[src/rtl/alu_ctrl_seq_pkg.sv]
`default_nettype none
// ============================================================================
//  Module      : alu_ctrl_seq_pkg
//  Description : Shared opcode/funct constants, mult/div op encodings and
//                sequencer state encoding for the ID/EX ALU control block.
//  Revision    : 1.0 - initial release
// ============================================================================
package alu_ctrl_seq_pkg;

    // Opcodes
    localparam logic [5:0] OP_SPECIAL = 6'h00;
    localparam logic [5:0] OP_JAL     = 6'h03;
    localparam logic [5:0] OP_ADDI    = 6'h08;
    localparam logic [5:0] OP_ADDIU   = 6'h09;
    localparam logic [5:0] OP_SLTI    = 6'h0A;
    localparam logic [5:0] OP_SLTIU   = 6'h0B;
    localparam logic [5:0] OP_ANDI    = 6'h0C;
    localparam logic [5:0] OP_ORI     = 6'h0D;
    localparam logic [5:0] OP_XORI    = 6'h0E;
    localparam logic [5:0] OP_LUI     = 6'h0F;
    localparam logic [5:0] OP_LB      = 6'h20;
    localparam logic [5:0] OP_LH      = 6'h21;
    localparam logic [5:0] OP_LW      = 6'h23;
    localparam logic [5:0] OP_LBU     = 6'h24;
    localparam logic [5:0] OP_SB      = 6'h28;
    localparam logic [5:0] OP_SW      = 6'h2B;

    // ALU funct codes
    localparam logic [5:0] FUNCT_NOP   = 6'h00;
    localparam logic [5:0] FUNCT_MULT  = 6'h18;
    localparam logic [5:0] FUNCT_MULTU = 6'h19;
    localparam logic [5:0] FUNCT_DIV   = 6'h1A;
    localparam logic [5:0] FUNCT_DIVU  = 6'h1B;
    localparam logic [5:0] FUNCT_ADD   = 6'h20;
    localparam logic [5:0] FUNCT_ADDU  = 6'h21;
    localparam logic [5:0] FUNCT_AND   = 6'h24;
    localparam logic [5:0] FUNCT_OR    = 6'h25;
    localparam logic [5:0] FUNCT_XOR   = 6'h26;
    localparam logic [5:0] FUNCT_SLT   = 6'h2A;
    localparam logic [5:0] FUNCT_SLTU  = 6'h2B;

    // Mult/div unit operation select (equals funct[1:0] of the instruction)
    localparam logic [1:0] MD_OP_MULT  = 2'd0;
    localparam logic [1:0] MD_OP_MULTU = 2'd1;
    localparam logic [1:0] MD_OP_DIV   = 2'd2;
    localparam logic [1:0] MD_OP_DIVU  = 2'd3;

    // Sequencer states
    typedef enum logic [0:0] {
        ST_IDLE    = 1'b0,
        ST_MD_BUSY = 1'b1
    } state_t;

endpackage : alu_ctrl_seq_pkg
`default_nettype wire

[src/rtl/alu_ctrl_seq_funct_decode.sv]
`default_nettype none
// ============================================================================
//  Module      : alu_funct_decode
//  Description : Purely combinational opcode/funct -> ALU funct mapping, plus
//                a flag marking SPECIAL mult/div instructions.
//  Revision    : 1.0 - initial release
// ============================================================================
module alu_funct_decode
    import alu_ctrl_seq_pkg::*;
#(
    parameter int OP_WIDTH    = 6,
    parameter int FUNCT_WIDTH = 6
) (
    input  logic [OP_WIDTH-1:0]    op,
    input  logic [FUNCT_WIDTH-1:0] funct_in,
    output logic [FUNCT_WIDTH-1:0] funct_dec,
    output logic                   is_multdiv
);

    // Map opcode to ALU funct; SPECIAL passes the instruction funct through
    always_comb begin
        funct_dec = FUNCT_WIDTH'(FUNCT_NOP);
        case (op)
            OP_WIDTH'(OP_SPECIAL): funct_dec = funct_in;
            OP_WIDTH'(OP_LUI),
            OP_WIDTH'(OP_ORI),
            OP_WIDTH'(OP_JAL):     funct_dec = FUNCT_WIDTH'(FUNCT_OR);
            OP_WIDTH'(OP_LB),
            OP_WIDTH'(OP_LH),
            OP_WIDTH'(OP_LW),
            OP_WIDTH'(OP_LBU),
            OP_WIDTH'(OP_SB),
            OP_WIDTH'(OP_SW),
            OP_WIDTH'(OP_ADDIU):   funct_dec = FUNCT_WIDTH'(FUNCT_ADDU);
            OP_WIDTH'(OP_ADDI):    funct_dec = FUNCT_WIDTH'(FUNCT_ADD);
            OP_WIDTH'(OP_ANDI):    funct_dec = FUNCT_WIDTH'(FUNCT_AND);
            OP_WIDTH'(OP_XORI):    funct_dec = FUNCT_WIDTH'(FUNCT_XOR);
            OP_WIDTH'(OP_SLTI):    funct_dec = FUNCT_WIDTH'(FUNCT_SLT);
            OP_WIDTH'(OP_SLTIU):   funct_dec = FUNCT_WIDTH'(FUNCT_SLTU);
            default:               funct_dec = FUNCT_WIDTH'(FUNCT_NOP);
        endcase
    end

    // Flag MULT/MULTU/DIV/DIVU, which need the multi-cycle sequencer
    always_comb begin
        is_multdiv = 1'b0;
        if (op == OP_WIDTH'(OP_SPECIAL)) begin
            is_multdiv = (funct_in == FUNCT_WIDTH'(FUNCT_MULT))  ||
                         (funct_in == FUNCT_WIDTH'(FUNCT_MULTU)) ||
                         (funct_in == FUNCT_WIDTH'(FUNCT_DIV))   ||
                         (funct_in == FUNCT_WIDTH'(FUNCT_DIVU));
        end
    end

endmodule : alu_funct_decode
`default_nettype wire

[src/rtl/alu_ctrl_seq.sv]
`default_nettype none
// ============================================================================
//  Module      : alu_ctrl_seq
//  Description : ID/EX ALU control. Registers the decoded ALU funct into EX
//                and sequences multi-cycle mult/div ops (start pulse, stall
//                for N-1 cycles, abort on flush).
//  Revision    : 1.0 - initial release
// ============================================================================
module alu_ctrl_seq
    import alu_ctrl_seq_pkg::*;
#(
    parameter int OP_WIDTH    = 6,
    parameter int FUNCT_WIDTH = 6,
    parameter int MUL_CYCLES  = 4,
    parameter int DIV_CYCLES  = 32,
    parameter int CNT_WIDTH   = $clog2((MUL_CYCLES > DIV_CYCLES) ? MUL_CYCLES : DIV_CYCLES) + 1
) (
    input  logic                   clk,
    input  logic                   rst,
    input  logic                   id_valid,
    input  logic [OP_WIDTH-1:0]    op,
    input  logic [FUNCT_WIDTH-1:0] funct_in,
    input  logic                   flush,
    output logic [FUNCT_WIDTH-1:0] funct_out,
    output logic                   funct_valid,
    output logic                   md_start,
    output logic [1:0]             md_op,
    output logic                   md_abort,
    output logic                   stall_req
);

    // Busy-counter load values: the accepting cycle is the first EX cycle,
    // so only N-1 further cycles are spent stalled.
    localparam logic [CNT_WIDTH-1:0] c_mul_load = CNT_WIDTH'(MUL_CYCLES - 1);
    localparam logic [CNT_WIDTH-1:0] c_div_load = CNT_WIDTH'(DIV_CYCLES - 1);
    localparam logic [CNT_WIDTH-1:0] c_cnt_one  = CNT_WIDTH'(1);

    logic [FUNCT_WIDTH-1:0] w_funct_dec;
    logic                   w_is_multdiv;
    logic [CNT_WIDTH-1:0]   w_md_load;

    state_t                 r_state, w_state_nxt;
    logic [CNT_WIDTH-1:0]   r_cnt, w_cnt_nxt;
    logic [FUNCT_WIDTH-1:0] r_funct_out, w_funct_out_nxt;
    logic                   r_funct_valid, w_funct_valid_nxt;
    logic                   r_md_start, w_md_start_nxt;
    logic [1:0]             r_md_op, w_md_op_nxt;
    logic                   r_md_abort, w_md_abort_nxt;
    logic                   r_stall, w_stall_nxt;

    alu_funct_decode #(
        .OP_WIDTH    (OP_WIDTH),
        .FUNCT_WIDTH (FUNCT_WIDTH)
    ) u_decode (
        .op         (op),
        .funct_in   (funct_in),
        .funct_dec  (w_funct_dec),
        .is_multdiv (w_is_multdiv)
    );

    // funct bit 1 separates DIV/DIVU from MULT/MULTU
    assign w_md_load = funct_in[1] ? c_div_load : c_mul_load;

    // Next-state and next-output logic; pulses default low, held values hold
    always_comb begin
        w_state_nxt       = r_state;
        w_cnt_nxt         = r_cnt;
        w_funct_out_nxt   = r_funct_out;
        w_funct_valid_nxt = 1'b0;
        w_md_start_nxt    = 1'b0;
        w_md_op_nxt       = r_md_op;
        w_md_abort_nxt    = 1'b0;
        w_stall_nxt       = r_stall;

        case (r_state)
            ST_IDLE: begin
                w_stall_nxt = 1'b0;
                if (!flush && id_valid) begin
                    w_funct_out_nxt   = w_funct_dec;
                    w_funct_valid_nxt = 1'b1;
                    if (w_is_multdiv) begin
                        w_md_start_nxt = 1'b1;
                        w_md_op_nxt    = funct_in[1:0];
                        w_cnt_nxt      = w_md_load;
                        // Single-cycle units never enter the busy state
                        if (w_md_load != '0) begin
                            w_state_nxt = ST_MD_BUSY;
                            w_stall_nxt = 1'b1;
                        end
                    end
                end
            end

            ST_MD_BUSY: begin
                if (flush) begin
                    w_md_abort_nxt = 1'b1;
                    w_cnt_nxt      = '0;
                    w_stall_nxt    = 1'b0;
                    w_state_nxt    = ST_IDLE;
                end else if (r_cnt <= c_cnt_one) begin
                    w_cnt_nxt   = '0;
                    w_stall_nxt = 1'b0;
                    w_state_nxt = ST_IDLE;
                end else begin
                    w_cnt_nxt   = r_cnt - c_cnt_one;
                    w_stall_nxt = 1'b1;
                end
            end

            default: begin
                w_state_nxt = ST_IDLE;
                w_cnt_nxt   = '0;
                w_stall_nxt = 1'b0;
            end
        endcase
    end

    // State, counter and registered outputs; reset takes effect immediately
    always_ff @(posedge clk or posedge rst) begin
        if (rst) begin
            r_state       <= ST_IDLE;
            r_cnt         <= '0;
            r_funct_out   <= FUNCT_WIDTH'(FUNCT_NOP);
            r_funct_valid <= 1'b0;
            r_md_start    <= 1'b0;
            r_md_op       <= MD_OP_MULT;
            r_md_abort    <= 1'b0;
            r_stall       <= 1'b0;
        end else begin
            r_state       <= w_state_nxt;
            r_cnt         <= w_cnt_nxt;
            r_funct_out   <= w_funct_out_nxt;
            r_funct_valid <= w_funct_valid_nxt;
            r_md_start    <= w_md_start_nxt;
            r_md_op       <= w_md_op_nxt;
            r_md_abort    <= w_md_abort_nxt;
            r_stall       <= w_stall_nxt;
        end
    end

    assign funct_out   = r_funct_out;
    assign funct_valid = r_funct_valid;
    assign md_start    = r_md_start;
    assign md_op       = r_md_op;
    assign md_abort    = r_md_abort;
    assign stall_req   = r_stall;

endmodule : alu_ctrl_seq
`default_nettype wire

[config.mk]
export PLATFORM = sky130hd
export DESIGN_NAME = alu_ctrl_seq
export DESIGN_NICKNAME = d
export VERILOG_FILES = /design/src/rtl/alu_ctrl_seq_pkg.sv /design/src/rtl/alu_ctrl_seq_funct_decode.sv /design/src/rtl/alu_ctrl_seq.sv
export SDC_FILE = /design/constraint.sdc
export NUM_CORES = 1
export LEC_CHECK = 0
export CORE_ASPECT_RATIO = 1.5
export CORE_MARGIN = 3
export CORE_UTILIZATION = 51
export DETAILED_ROUTE_END_ITERATION = 10
export GPL_ROUTABILITY_DRIVEN = 0
export MAX_ROUTING_LAYER = met4
export PLACE_DENSITY = 0.84
export SYNTH_ARGS = -nofsm -noshare
export SYNTH_HDL_FRONTEND = slang
export SYNTH_SLANG_ARGS = --single-unit
[constraint.sdc]
create_clock -name clk -period 4.78 [get_ports clk]
set_clock_uncertainty 0.1 [all_clocks]
set_input_delay 0.956 -clock clk [delete_from_list [all_inputs] [get_ports clk]]
set_output_delay 0.956 -clock clk [all_outputs]
set_load 0.02 [all_outputs]
# Yosys cells after proc, flatten, opt, wreduce, memory -nomap -nowiden
# Cells that the tools add are included.
word_totals:
  output_inout_bits: 12
  reg_bits: 18
op_classes:
  add_sub_neg: 1
  bitwise: 1
  mux: 21
  eq_ne: 21
  magnitude_cmp: 1
  n_reduce_logical: 12
ops:
  columns: ["operator", "count"]
  rows:
  - ["== test 6 x 4 -> 1 bit, second input constant", 8]
  - ["case mux 6 bit (8 select lines)", 1]
  - ["== test 6 bit, second input constant", 6]
  - ["== test 6 x 5 -> 1 bit, second input constant", 4]
  - ["2-to-1 mux 6 bit", 4]
  - ["2-to-1 mux 1 bit", 13]
  - ["case mux 6 bit (2 select lines)", 1]
  - ["OR reduction 7 bit", 1]
  - ["== test 6 x 2 -> 1 bit, second input constant", 1]
  - ["less-or-equal comparator 6 x 1 -> 1 bit, second input constant", 1]
  - ["zero test 6 bit", 1]
  - ["nonzero test 6 bit", 1]
  - ["subtractor 6 x 1 -> 6 bit, second input constant", 1]
  - ["2-to-1 mux 5 bit", 1]
  - ["AND reduction 2 bit", 2]
  - ["logical OR 1 bit", 3]
  - ["AND reduction 3 bit", 1]
  - ["OR reduction 3 bit", 1]
  - ["inequality test 2 x 1 -> 1 bit, second input constant", 1]
  - ["inequality test 2 bit, second input constant", 1]
  - ["case mux 1 bit (2 select lines)", 1]
  - ["logical AND 1 bit", 1]
  - ["zero test 1 bit", 1]
  - ["NOT 1 bit", 1]

# Logic depth before layout (Yosys ltp)
depth:
  ltp_word: 8
  mapped_depth: 7

# Hierarchy
# A second synthesis with hierarchy kept.
hier_totals:
  cells_unflattened: 103
  area_unflattened_um2: 1054.8
by_module_without_submodules:
  columns: ["mod", "area_each_um2", "cells_each", "n_inst"]
  rows:
  - ["alu_ctrl_seq", 809.5, 67, 1]
  - ["alu_funct_decode", 245.2, 36, 1]

# Worst setup path after synthesis
# No wires, ideal clock.
synth_path:
  path_kind: "input to register"
  from: "in op[2]"
  to: "reg r_md_op[0] (netlist: md_op[0])"
  setup_time_ns: 0.125
  required_ns: 4.555
  path_buffers: 1
  stages: 5
  path_slack_ns: 2.467
  arrival_ns: 2.089
  cell_sequence: "clkbuf_2 > nor4_4 > nand4_2 > nor2_1 > mux2_2"
synth_via:
  elab_chain_len: 3
synth_rtl:
  columns: ["element", "line", "source"]
  rows:
  - ["from (decl)", "alu_ctrl_seq.sv:21", "input logic [OP_WIDTH-1:0] op,"]
  - ["zero test 6 bit", "alu_ctrl_seq_funct_decode.sv:47", "if (op == OP_WIDTH'(OP_SPECIAL)) begin"]
  - ["2-to-1 mux 1 bit", "alu_ctrl_seq_funct_decode.sv:47", null]
  - ["AND reduction 3 bit (no line)", null, null]
  - ["to (signal assigned)", "alu_ctrl_seq.sv:135", "r_md_op <= w_md_op_nxt;"]
  - ["to (decl)", "alu_ctrl_seq.sv:47", "logic [1:0] r_md_op, w_md_op_nxt;"]
# Every way passes these cells.
# A chain may end at the register's enable or synchronous reset.

# Worst setup path after layout
# Same ends and word-level chain as after synthesis.

==> results.ini <==
[timing]
rsz0062_at_grt = no
clock.fmax_ghz = 0.380
final-setup-viol-count = 0
max_slew.worst_pin.slew_ns = 0.648
finalCritPeriodShare_pct = 55.1
fin_tns_setup_ns = 0
relSlewSlack_pct = 56.8
slew_violations = 0
finalHoldViolCount = 0
min_period_ns = 2.63

[clocking]
clk_pin_slew_ns = 0.10
cts_buffer_depth = 2
clockRootBuffer = clkbuf_4
cts_tree = built
cts_setup_buffers = 0
cts_max_level = 1
cts-resized-gates = 0
cts.sinks = 18
cts_hold_buf = 0
cts_buffers = 3
clk-insertion-delay-late_ns = 0.30

[grt]
antenna_found_initial = 0
grt_pass1_wl_mm = 3.85
grt_pass1_vias = 919
track_usage_pct = 20.1
grt_overflow_total = 0
grt_max_degree = 19

[job]
drv_cap = 0

[synth]
synth_edf_count = 0
synthFlopType = dfrtp_1
netlist_area_mm2 = 0.00104
synth_cell_types = 41
netlist_instances = 108
syn_nets = 126
synth_seq_cells = 18
syn_avg_cell_area_um2 = 9.65
ys_seq_area_share_pct = 43.2
synthArstFlopShare_pct = 100
yosys_warnings = 0

[run_status]
status = complete, no violations

[layout]
fin_util_pct = 72.2
drive_gt1_share_pct = 10.4
final_common_cell = clkdlybuf4s50_1
fin_nets = 154
diodes = 0
most-common-layout-cells = clkdlybuf4s50_1, dfrtp_1, nor2_1
synthToLayoutAreaGrowth_pct = 30.1

[worst_setup_path]
cp-start-kind = input pin
reg2reg_depth = 4
cp_slowest_stage_delay_ns = 0.57
critical_path_class = input pin to flop
crit_buf_inv = 1
cpMaxStageDelayCell = clkdlybuf4s50_1
crit_path_end_kind = flop
critical_path_depth = 5
cp_max_fo = 10
crit_chain = clkdlybuf4s50_1 > nor4_4 > nand4_2 > nor2_1 > mux2_2
cp.required_ns = 4.87
worstPathArrival_ns = 2.72
crit_family = simple AND/OR/NAND/NOR gates

[routing]
drt-initial-drc-count = 16
wl_per_cell_um = 15.2
wl_mm = 2.37
antenna_left = 0
avgViaCountPerCell = 5.90
dr.pass1.iters = 4
vias = 921
drc = 0

[power_and_ir_drop]
p_leak_nw = 0.570
power_frac_seq_pct = 52.5
p_clk_share_pct = 30.3
netSwitchingFraction_pct = 24.9
ir_worst_vdd_v = 0.000216
power_frac_comb_pct = 17.3
p_sw_uw = 76.2
internal_power_uw = 230
powerDensity_mw_per_mm2 = 226

[floorplan]
core_region_area_mm2 = 0.00188
die_area_mm2 = 0.00263
ios = 28
die_h_um = 61.4
rows = 19
die_w_um = 42.9
start_util_pct = 55.5

[min_path]
holdCritPathClass = flop to flop
whs_path_depth = 2

[place]
io_buffers = 27
dpl.hpwl_mm = 1.89

==> metrics by stage <==
step / cells / worst slack (ns) / area, um2 / power [mW] / hold slack (ns)
floorplan: 108 / 2.47 / 1040 / 0.187 / 0.370
global placement: 152 / 1.95 / 1320 / 0.215 / 0.352
detailed placement: 152 / 1.83 / 1320 / 0.217 / 0.365
CTS: 156 / 2.14 / 1360 / 0.308 / 0.389
global route: 156 / 2.01 / 1360 / 0.319 / 0.435
finish: 156 / 2.15 / 1360 / 0.306 / 0.381
==> layout make-up <==
class / instances / area, um2
clock buffer: 4 / 36.3
fill: 153 / 522
inverter: 7 / 26.3
multi-input combinational: 79 / 547
sequential: 18 / 450
tap: 21 / 26.3
timing repair buffer: 27 / 270
==> layer usage <==
| layer | up-vias | routed length (um) | track usage (%) |
|---|---|---|---|
| li1 | 454 | - | - |
| met1 | 437 | 879 | 20.5 |
| met2 | 25 | 1350 | 38.2 |
| met5 | - | 0 | - |
| met4 | 0 | 51 | 10.2 |
| met3 | 5 | 94 | 1.17 |
==> cell usage after synthesis, types with 2 or more instances <==
master     n  area, um2
nand3_1    2       10.0
o21ai_0    8       40.0
a21oi_1    7       35.0
nor2b_1    4       25.0
nor3_1     2       10.0
ha_1       2       25.0
buf_2      2       10.0
dfrtp_1   18        450
a311o_1    3       30.0
a31o_2     2       17.5
nor2_1     9       33.8
nand2_1    8       30.0
a22o_1     2       17.5
o31ai_1    2       15.0
or2_2      2       12.5
inv_1      7       26.3
nand2b_1   4       25.0
==> worst reg2reg max path, stage by stage (launching register included) <==
cell and delay (ns):
dfrtp_1 0.43, or3_4 0.44, o311ai_4 0.37, nor2_1 0.10, a311o_1 0.28
==> kinds of logic (layout without fill, tap and decap cells) <==
kind of cell    count (synthesis)  in the layout  synth area share, %
xor+xnor                        2              2                 1.68
flops                          18             18                 43.2
mux                             1              1                 1.08
compound gates                 31             31                 22.1
fa+ha+maj                       2              2                 2.40
buf+inv                        11             38                 4.32
simple gates                   43             43                 25.2
==> power by group through the flow <==
stage,clock [mW],combinational [mW],sequential (mW)
3_3_place_gp,0,0.0518,0.163
5_1_grt,0.101,0.0573,0.161
6_report,0.0927,0.0528,0.161
4_1_cts,0.0946,0.0533,0.160
2_1_floorplan,0,0.0197,0.168
3_5_place_dp,0,0.0532,0.164
==> path summary, 6_finish.rpt <==
kind,end,slack (ns),from
max in group asynchronous,r_cnt[4],3.23,rst
max,md_op[0],2.15,op[2]
min in group asynchronous,funct_out[4],0.94,rst
min,funct_out[4],0.38,funct_out[4]
max reg2reg,r_cnt[3],2.95,r_cnt[3]
min reg2reg,funct_out[4],0.38,funct_out[4]
==> registers in the layout, indices dropped and copies added, names as in the netlist <==
name         flops
funct_valid      1
r_cnt            6
stall_req        1
md_abort         1
md_start         1
md_op            2
funct_out        6
No activity file was read; power rests on OpenSTA's default activity.
